<file path="src/rtl/sync_fifo_gen2.sv">
// Single-clock FIFO that uses all DEPTH entries, with standard or fall-through read mode.
// Its overflow and underflow flags stay set until a flush or a reset clears them.
module sync_fifo_gen2 #(
  parameter int WIDTH  = 8,
  parameter int DEPTH  = 32,
  parameter int FWFT   = 0,
  parameter int NEAR_E = 2,
  parameter int NEAR_F = 2
) (
  input  logic                       clk,
  input  logic                       rst,
  input  logic [WIDTH-1:0]           data_in,
  input  logic                       wr_en,
  input  logic                       rd_en,
  input  logic                       flush,
  output logic [WIDTH-1:0]           data_out,
  output logic                       valid,
  output logic [$clog2(DEPTH):0]     count,
  output logic                       full,
  output logic                       near_full,
  output logic                       empty,
  output logic                       near_empty,
  output logic                       overflow,
  output logic                       underflow
);

  localparam int AW = $clog2(DEPTH);
  localparam int CW = AW + 1;
  localparam logic [CW-1:0] DEPTH_C  = CW'(DEPTH);
  localparam logic [CW-1:0] NF_LO_C  = CW'(DEPTH - NEAR_F);
  localparam logic [CW-1:0] NF_HI_C  = CW'(DEPTH - 1);
  localparam logic [CW-1:0] NE_HI_C  = CW'(NEAR_E);
  localparam logic [CW-1:0] ONE_C    = CW'(1);

  logic [WIDTH-1:0] mem [DEPTH];

  logic [CW-1:0] wr_ptr_reg, wr_ptr_next;
  logic [CW-1:0] rd_ptr_reg, rd_ptr_next;
  logic          overflow_reg, underflow_reg;
  logic          rd_acc, wr_acc;
  logic [WIDTH-1:0] head_word;

  // The extra pointer bit separates full (count == DEPTH) from empty (count == 0).
  assign count      = wr_ptr_reg - rd_ptr_reg;
  assign full       = (count == DEPTH_C);
  assign empty      = (count == '0);
  assign near_full  = (count >= NF_LO_C) && (count <= NF_HI_C);
  assign near_empty = (count >= ONE_C) && (count <= NE_HI_C);
  assign overflow   = overflow_reg;
  assign underflow  = underflow_reg;

  // There is no bypass path, so a read while empty is rejected even when a write arrives in the same cycle.
  assign rd_acc = rd_en & ~empty;
  assign wr_acc = wr_en & (~full | rd_acc);

  assign head_word = mem[rd_ptr_reg[AW-1:0]];

  always_comb begin
    wr_ptr_next = wr_ptr_reg;
    rd_ptr_next = rd_ptr_reg;
    if (flush) begin
      wr_ptr_next = '0;
      rd_ptr_next = '0;
    end else begin
      if (wr_acc) wr_ptr_next = wr_ptr_reg + ONE_C;
      if (rd_acc) rd_ptr_next = rd_ptr_reg + ONE_C;
    end
  end

  always_ff @(posedge clk or negedge rst) begin
    if (!rst) begin
      wr_ptr_reg    <= '0;
      rd_ptr_reg    <= '0;
      overflow_reg  <= 1'b0;
      underflow_reg <= 1'b0;
    end else begin
      wr_ptr_reg <= wr_ptr_next;
      rd_ptr_reg <= rd_ptr_next;
      if (flush) begin
        overflow_reg  <= 1'b0;
        underflow_reg <= 1'b0;
      end else begin
        if (wr_en && !wr_acc) overflow_reg  <= 1'b1;
        if (rd_en && !rd_acc) underflow_reg <= 1'b1;
      end
    end
  end

  // The storage array has no reset, so synthesis can map it onto RAM.
  always_ff @(posedge clk) begin
    if (rst && wr_acc && !flush) mem[wr_ptr_reg[AW-1:0]] <= data_in;
  end

  generate
    if (FWFT == 0) begin : g_std
      logic [WIDTH-1:0] data_out_reg;
      logic             valid_reg;

      always_ff @(posedge clk or negedge rst) begin
        if (!rst) begin
          data_out_reg <= '0;
          valid_reg    <= 1'b0;
        end else if (flush) begin
          data_out_reg <= '0;
          valid_reg    <= 1'b0;
        end else if (rd_acc) begin
          data_out_reg <= head_word;
          valid_reg    <= 1'b1;
        end else begin
          valid_reg    <= 1'b0;
        end
      end

      assign data_out = data_out_reg;
      assign valid    = valid_reg;
    end else begin : g_fwft
      // The head word is presented directly from the array, so a popped word is replaced on the next cycle.
      assign valid    = ~empty;
      assign data_out = empty ? '0 : head_word;
    end
  endgenerate

endmodule

</file>
<file path="config.mk">
export PLATFORM = sky130hd
export DESIGN_NAME = sync_fifo_gen2
export DESIGN_NICKNAME = d
export VERILOG_FILES = /design/src/rtl/sync_fifo_gen2.sv
export SDC_FILE = /design/constraint.sdc
export NUM_CORES = 1
export LEC_CHECK = 0
export ABC_AREA = 1
export ABC_CLOCK_PERIOD_IN_PS = 3020
export CAP_MARGIN = 0
export CORE_MARGIN = 4
export CORE_UTILIZATION = 62
export CTS_CLUSTER_DIAMETER = 50
export DETAILED_ROUTE_END_ITERATION = 10
export GPL_ROUTABILITY_DRIVEN = 0
export PLACE_DENSITY = 0.87
export SYNTH_ARGS = -nofsm -noshare
export SYNTH_HDL_FRONTEND = slang
export SYNTH_SLANG_ARGS = --single-unit
</file>
<file path="constraint.sdc">
create_clock -name clk -period 3.02 [get_ports clk]
set_input_delay 0.604 -clock clk [delete_from_list [all_inputs] [get_ports clk]]
set_output_delay 0.604 -clock clk [all_outputs]
set_load 0.05 [all_outputs]
</file>
=== After elaboration in Yosys (flattened, before gate mapping) ===
Memory sizes are Yosys's and may differ from the RTL's.
Cells that the tools add are included.

* $add $sub $neg: 3
* Order comparisons: 4
* Equal/unequal tests: 1
* Muxes and demuxes: 14
* Bitwise gates (word level): 5
* Reduce and logical (&&, ||, !) cells: 14

{| class="wikitable"
|+ Operators by type and width
! operator !! number
|-
| 6-bit 2-to-1 mux || 4
|-
| 8-bit 2-to-1 mux || 2
|-
| 6-bit by 1-bit adder with 6-bit output (second input constant) || 2
|-
| 1-bit 2-to-1 mux || 8
|-
| 2-bit nonzero test || 4
|-
| 6-bit equality test (second input constant) || 1
|-
| 6-bit by 1-bit >= comparator with 1-bit output (second input constant) || 1
|-
| 6-bit by 5-bit >= comparator with 1-bit output (second input constant) || 1
|-
| 6-bit by 2-bit less-or-equal comparator with 1-bit output (second input constant) || 1
|-
| 6-bit by 5-bit less-or-equal comparator with 1-bit output (second input constant) || 1
|-
| 1-bit logical AND || 6
|-
| 6-bit logical NOT || 1
|-
| 6-bit subtractor || 1
|-
| 1-bit logical NOT || 3
|-
| 1-bit AND || 2
|-
| 1-bit NOT || 2
|-
| 1-bit OR || 1
|}

* Register bits: 23
* RAM bits: 256
* Input bits: 13
* Output and inout port bits: 21
* Logic and storage cells: 48
* Memories: 1

{| class="wikitable"
|+ Memories
! name !! depth !! width !! read ports !! clocked after Yosys merged registers in !! write ports !! line !! text
|-
| mem || 32 || 8 || 1 || 0 || 1 || 35 || <nowiki>logic [WIDTH-1:0] mem [DEPTH];</nowiki>
|}

=== Logic depth before layout (Yosys ltp) ===
Gate-level depths: netlist of run 1.

* Word-level depth: 10
* Depth in mapped cells: 16
* Mapped depth without buffers: 14

=== Least setup slack after synthesis of run 1 ===
Ideal clock, no wire load.

* Path kind: register to output
* Start: register rd_ptr_reg[2]
* End: output near_empty
* Arrival time: 2.992 ns
* Data required time: 2.416 ns
* Path slack: -0.576 ns
* Stages on the path, launching flop included: 9
* Path buffers: 1
* Path through: dfrtp_1 > clkinv_1 > clkbuf_1 > ha_1 > nand3_1 > nand3_1 > nand2_2 > nand3b_1 > nor3_1

* Cells in the longest elaborated chain, start to end: 3
* Elaborated cells on any way between the ends: 4
* Those cells by class: 1 x add/sub; 2 x order compare; 1 x reduce/logical

{| class="wikitable"
|+ Ends and longest elaborated chain
! element !! line !! text
|-
| start: declaration || 38 || <nowiki>logic [CW-1:0] rd_ptr_reg, rd_ptr_next;</nowiki>
|-
| start signal: assignment || 78 || <nowiki>rd_ptr_reg <= rd_ptr_next;</nowiki>
|-
| 6-bit subtractor * || 44 || <nowiki>assign count = wr_ptr_reg - rd_ptr_reg;</nowiki>
|-
| net count[4] || 18 || <nowiki>output logic [$clog2(DEPTH):0] count,</nowiki>
|-
| 6-bit by 1-bit >= comparator with 1-bit output or 6-bit by 2-bit less-or-equal comparator with 1-bit output (tied branches) || 48 || <nowiki>assign near_empty = (count >= ONE_C) && (count <= NE_HI_C);</nowiki>
|-
| 1-bit logical AND * || 48 ||
|-
| end: declaration || 22 || <nowiki>output logic near_empty,</nowiki>
|}

Mark *: on every way through the listed nets, which the timed path passes. The rest lies on a longest branch.

=== Worst setup path after layout of run 1 ===
* Start: register rd_ptr_reg[0]
* End: output near_empty

* Cells in the longest elaborated chain, start to end: 3
* Elaborated cells on any way between the ends: 4
* Those cells by class: 1 x add/sub; 2 x order compare; 1 x reduce/logical

{| class="wikitable"
|+ Ends and longest elaborated chain
! element !! line
|-
| 6-bit subtractor * || 44
|-
| 6-bit by 1-bit >= comparator with 1-bit output or 6-bit by 2-bit less-or-equal comparator with 1-bit output (tied branches) || 48
|-
| 1-bit logical AND * || 48
|}

Every way passes the cells marked *; elsewhere a longest branch is shown, timed or not.

==> results of run 1 <==
==> worst min-delay path by stage <==
stage | start | to | slack, ns | cells past startpoint
3_3_place_gp | underflow | underflow | 0.49 | 2
6_report | rst | data_out[7] | 0.46 | 2
3_5_place_dp | underflow | underflow | 0.50 | 2
4_1_cts | rst | data_out[2] | 0.46 | 2
2_1_floorplan | rst | data_out[0] | 0.31 | 0
5_1_grt | rst | data_out[5] | 0.48 | 2
==> report_power, final <==
part	internal [uW]	leakage, uW	switching [uW]	total [uW]
logic	1420	0.00226	2800	4220
clock network	1850	0.000415	1390	3240
registers	4300	0.00260	58.7	4360
total	7570	0.00528	4250	11800
==> per-layer routing <==
layer  up-vias  track usage [%]
met4         0             11.4
met1      4198             36.8
met2       625             45.8
met3       131             4.24
met5         -                0
li1       3965                -
==> through the flow <==
step	instances	util (%)
final	1468	73.4
after global routing	1468	73.4
after global placement	1403	67.2
after detailed placement	1403	67.2
after CTS	1464	72.5
after floorplan	1112	-
==> critical path, delay by kind of cell (launching register included) <==
family	cells	cell delay, ns
DFF	1	0.49
adders and majority gates	2	0.52
and+or+nand+nor	5	0.71
buffers and inverters	3	0.42
==> repair_timing <==
action,CTS,global route
gates resized for setup,26,26
buffers inserted,9,4
hold buffers,0,0
pin swaps,11,9
endpoints found under the setup margin,20,265
hold endpoints to repair,0,0
==> cells by family after synthesis <==
group	after synthesis	share of synthesized area (%)
AO/OA/AOI/OAI	139	5.87
XOR/XNOR	9	0.706
adder cells (fa/ha/maj)	11	1.19
buffers and inverters	105	4.11
flip-flops	279	67.5
AND/OR/NAND/NOR	569	20.6
==> Yosys cell counts (2+ instances only) <==
| cell type | instances | area [sq um] |
|---|---|---|
| inv_1 | 40 | 150 |
| buf_2 | 32 | 160 |
| clkbuf_1 | 12 | 45.0 |
| nand3_2 | 9 | 90.1 |
| nand3_1 | 89 | 445 |
| nand2_8 | 2 | 40.0 |
| nand4_4 | 2 | 42.5 |
| inv_2 | 4 | 15.0 |
| o21ai_1 | 6 | 30.0 |
| o21ai_0 | 105 | 526 |
| nor3_1 | 5 | 25.0 |
| a21oi_1 | 19 | 95.1 |
| nor2_4 | 3 | 33.8 |
| clkinv_1 | 2 | 7.51 |
| nand2_1 | 198 | 743 |
| o211ai_1 | 7 | 52.6 |
| edfxtp_1 | 256 | 7690 |
| buf_6 | 4 | 45.0 |
| nor2_2 | 9 | 56.3 |
| nand4_1 | 8 | 50.1 |
| xor2_1 | 7 | 61.3 |
| dfrtp_1 | 23 | 576 |
| buf_4 | 6 | 45.0 |
| nor2_1 | 233 | 875 |
| buf_1 | 4 | 15.0 |
| nand2_2 | 3 | 18.8 |
| ha_1 | 10 | 125 |
| nand3_4 | 2 | 35.0 |
==> final cells by class <==
type | instances | area share, %
multi-input cells | 728 | 25.7
repair buffers | 98 | 6.81
inverters | 46 | 1.24
clock buffers | 37 | 5.29
well taps | 265 | 2.32
flip-flops and latches | 279 | 57.9
clock inverters | 15 | 0.736
==> flow_summary.json, run 1 <==
{
  "holdCritPathClass": "in2async",
  "crit_top_cell": "nand3_2",
  "rows": 51,
  "critPathKind": "reg2out",
  "avgRoutedWirePerCell_microns": 21.0,
  "start_kind": "flop",
  "endpoint_kind": "primary output",
  "grt_pass1_wl_microns": 46900,
  "violations": "setup timing",
  "synth_async_sr_flop_share_pct": 8.24,
  "nets": 1205,
  "root_buffer": "clkbuf_16",
  "final_common_cell": "edfxtp_1",
  "crit_slowest_cell": "dfrtp_4",
  "syn_area_per_cell_sq_um": 11.0,
  "clock-sinks": 279,
  "wl_met3_microns": 3160,
  "pre_cts_slack_ns": 0.0123,
  "finalSetupTns_ns": -0.747,
  "ant_nets": 0,
  "regArea_sq_um": 8270,
  "num_antenna_cells": 0,
  "cts_tree": "built",
  "crit_path_end": "near_empty",
  "cp.arrival_ns": 2.68,
  "path_cells": "ha_4 > fa_2 > inv_2 > nand3_2 > nand3_2 > nand2_2 > buf_6 > nand3b_1 > nor3_2 > clkbuf_16",
  "hold_ws_ns": 0.459,
  "rsz0062_at_grt": "yes",
  "ys_ff_latch": 279,
  "grt_max_degree": 94,
  "firstDrtPassIters": 5,
  "wl_met1_microns": 11300,
  "multi_input_comb_area_sq_um": 3670,
  "grt_pass1_vias": 8638,
  "max_freq_mhz": 304,
  "wl_microns": 30900,
  "finalClockSkew_ns": 0.0120,
  "avgViaCountPerCell": 6.08,
  "final_cell_mix": "edfxtp_1 (256), nor2_1 (222), nand2_1 (198)",
  "core_sq_um": 19500,
  "synthToLayoutAreaGrowth_pct": 16.8,
  "dp_hpwl_microns": 17900,
  "cp_max_fo": 2,
  "setup_viol": 4,
  "drcViolationCount": 0,
  "top_layer": "met4",
  "start_util_pct": 62.9,
  "numCtsBuffers": 28,
  "port_buffers": 33,
  "cts.clk_slew.worst_paths_ns": 0.07,
  "dieHeight_microns": 148,
  "syn-num-nets": 1136,
  "crit_start": "rd_ptr_reg[0]",
  "largest_reg_flops": 256,
  "peakVddDrop_mv": 0.532,
  "hold_viol_final": 0,
  "dieArea_sq_um": 22000,
  "period_needed_ns": 3.29,
  "overflow": 0,
  "synth_cell_types": 40,
  "drt_iter0_drc": 1292,
  "synth_edf_count": 256,
  "grt_use_total_pct": 27.6,
  "dr_wl_met2_microns": 14900,
  "timing.rr.end": "mem[18][7]",
  "critical-path-max-stage-delay_ns": 0.49,
  "place_area_sq_um": 13100,
  "cp.required_ns": 2.42,
  "yosysWarnings": 0,
  "r2r_cells": 13,
  "clk-insertion-delay-late_ns": 0.53,
  "io_pins": 34,
  "setup_ws_ns": -0.268,
  "cts_buffer_depth": 3,
  "drive_gt1_share_pct": 15.2,
  "seq_area_frac_synth_pct": 67.5,
  "synth_cells": 1112,
  "slew_violations": 0,
  "outcome": "finished with violations",
  "cap_violations": 0,
  "r2r_slack_ns": 0.04,
  "power_uw": 11800,
  "ys.flop_type": "edfxtp_1",
  "num_vias": 8919,
  "antenna_found_initial": 0,
  "netlist_area_sq_um": 12200,
  "relSlewSlack_pct": 51.1,
  "leakagePower_uw": 0.00528,
  "cts_max_level": 1,
  "powerDensity_nw_per_um2": 827,
  "worstMarginPinSlew_ns": 0.734,
  "die_w_microns": 148,
  "fin_crit_sh_pct": 109,
  "stdcell_area_sq_um": 14300,
  "timing.rr.start": "rd_ptr_reg[0]",
  "fillers": 1133
}
No activity file was read; power rests on OpenSTA's default activity.
==> inputs of run 2 (changes only) <==
- CORE_MARGIN: 4 -> not set
- CTS_CLUSTER_DIAMETER: 50 -> 200
==> flow_summary.json, run 2 (synthesized netlist as in run 1, its figures left out) <==
{
  "port_buffers": 33,
  "final_common_cell": "edfxtp_1",
  "cts_tree": "built",
  "power_uw": 11400,
  "path_cells": "ha_4 > fa_2 > inv_2 > nand3_2 > nand3_2 > nand2_2 > buf_6 > nand3b_1 > nor3_2 > buf_12",
  "antenna_found_initial": 0,
  "cp.arrival_ns": 2.65,
  "numCtsBuffers": 26,
  "cap_violations": 0,
  "dieArea_sq_um": 20300,
  "nets": 1201,
  "grt_max_degree": 85,
  "avgViaCountPerCell": 6.09,
  "drive_gt1_share_pct": 14.0,
  "synthToLayoutAreaGrowth_pct": 15.0,
  "dieHeight_microns": 142,
  "root_buffer": "clkbuf_16",
  "relSlewSlack_pct": 42.5,
  "violations": "setup timing",
  "final_cell_mix": "edfxtp_1 (256), nor2_1 (226), nand2_1 (198)",
  "crit_slowest_cell": "dfrtp_4",
  "fin_util_pct": 72.5,
  "dp_hpwl_microns": 17000,
  "io_pins": 34,
  "regArea_sq_um": 8270,
  "cts_max_level": 1,
  "largest_reg_flops": 256,
  "grt_use_total_pct": 29.8,
  "clock-sinks": 279,
  "rsz0062_at_grt": "yes",
  "cp_max_fo": 2,
  "max_freq_mhz": 307,
  "ant_nets": 0,
  "fillers": 1147,
  "fin_crit_sh_pct": 108,
  "outcome": "finished with violations",
  "rows": 51,
  "drt_iter0_drc": 1312,
  "firstDrtPassIters": 6,
  "drcViolationCount": 0,
  "num_vias": 8904,
  "cp.required_ns": 2.42,
  "dp.cells": 1407,
  "crit_top_cell": "nand3_2",
  "peakVddDrop_mv": 0.434,
  "multi_input_comb_area_sq_um": 3610,
  "start_util_pct": 63.1,
  "slew_violations": 0,
  "cts.clk_slew.worst_paths_ns": 0.06,
  "finalClockSkew_ns": 0.0110,
  "num_antenna_cells": 0,
  "period_needed_ns": 3.25,
  "finalSetupTns_ns": -0.669,
  "wl_microns": 29900,
  "die_w_microns": 142,
  "hold_viol_final": 0,
  "leakagePower_uw": 0.00521,
  "worstMarginPinSlew_ns": 0.863,
  "endpoint_kind": "primary output",
  "fin_cells": 1461,
  "holdCritPathClass": "in2async",
  "critical-path-max-stage-delay_ns": 0.50,
  "setup_viol": 4,
  "grt_pass1_vias": 8346,
  "start_kind": "flop",
  "setup_ws_ns": -0.235,
  "avgRoutedWirePerCell_microns": 20.5,
  "critPathKind": "reg2out",
  "overflow": 0,
  "powerDensity_nw_per_um2": 811,
  "core_sq_um": 19400,
  "grt_pass1_wl_microns": 45300,
  "clk-insertion-delay-late_ns": 0.53,
  "cts_buffer_depth": 3
}
[run 2: cell types whose count changed in the layout (fill, tap and decap cells not counted), moves of 3 or more]
cell / change
buf_6: -4
nor2_1: +4
nor2_4: -5
buf_4: +6
clkbuf_16: -3
buf_12: -3
[run 2: worst max-delay path: cells and delay by family, from the launching register on]
kind,cells,cell delay [ns]
adder cells (fa/ha/maj),2,0.56
AND/OR/NAND/NOR,5,0.71
buffers and inverters,3,0.35
flip-flops,1,0.50
[run 2: path summary, 6_finish.rpt]
path                                 end  slack [ns]  cells past startpoint           from
hold reg to reg                underflow        0.50                      2      underflow
hold / removal               data_out[2]        0.46                      2            rst
max in group asynchronous  rd_ptr_reg[0]        2.30                      2            rst
setup / recovery              near_empty       -0.23                     10  rd_ptr_reg[0]
setup reg to reg              mem[12][1]        0.01                     12  rd_ptr_reg[0]
min in group clk               underflow        0.50                      2      underflow
[run 2: per-stage QoR]
stage               setup WS [ns]  hold slack, ns  instance area [sq um]
floorplan                  -0.183           0.308                  12300
global placement            0.105           0.479                  13100
detailed placement        0.00578           0.488                  13100
CTS                        -0.146           0.454                  14000
global route               -0.309           0.480                  14100
finish                     -0.235           0.457                  14100
[run 2: what timing repair did]
action	CTS	global route
endpoints found under the hold margin	0	0
setup endpoints to repair	12	92
hold buffers	0	0
gates resized for setup	14	17
pin swaps	8	2
buffers inserted	6	1
gates cloned	0	0
[run 2: where the power goes]
part,internal (uW),switching [uW]
sequential,4300,68.1
clock,1710,1360
combinational,1290,2680
total,7310,4100
[run 2: metal layers]
| metal | vias to the layer above | part of all wire, % | track usage, % |
|---|---|---|---|
| met2 | 704 | 47 | 47.9 |
| li1 | 3944 | - | - |
| met3 | 137 | 12 | 5.11 |
| met1 | 4119 | 35 | 39.0 |
| met5 | - | 0 | 0 |
| met4 | 0 | 5.3 | 16.0 |
[run 2: layout make-up]
class | instances | share of cell area (%)
Inverter | 46 | 1.26
Timing Repair Buffer | 96 | 6.32
Sequential cell | 279 | 58.8
Clock buffer | 33 | 4.96
Clock inverter | 14 | 0.623
Tap cell | 265 | 2.36
Multi-Input combinational cell | 728 | 25.7
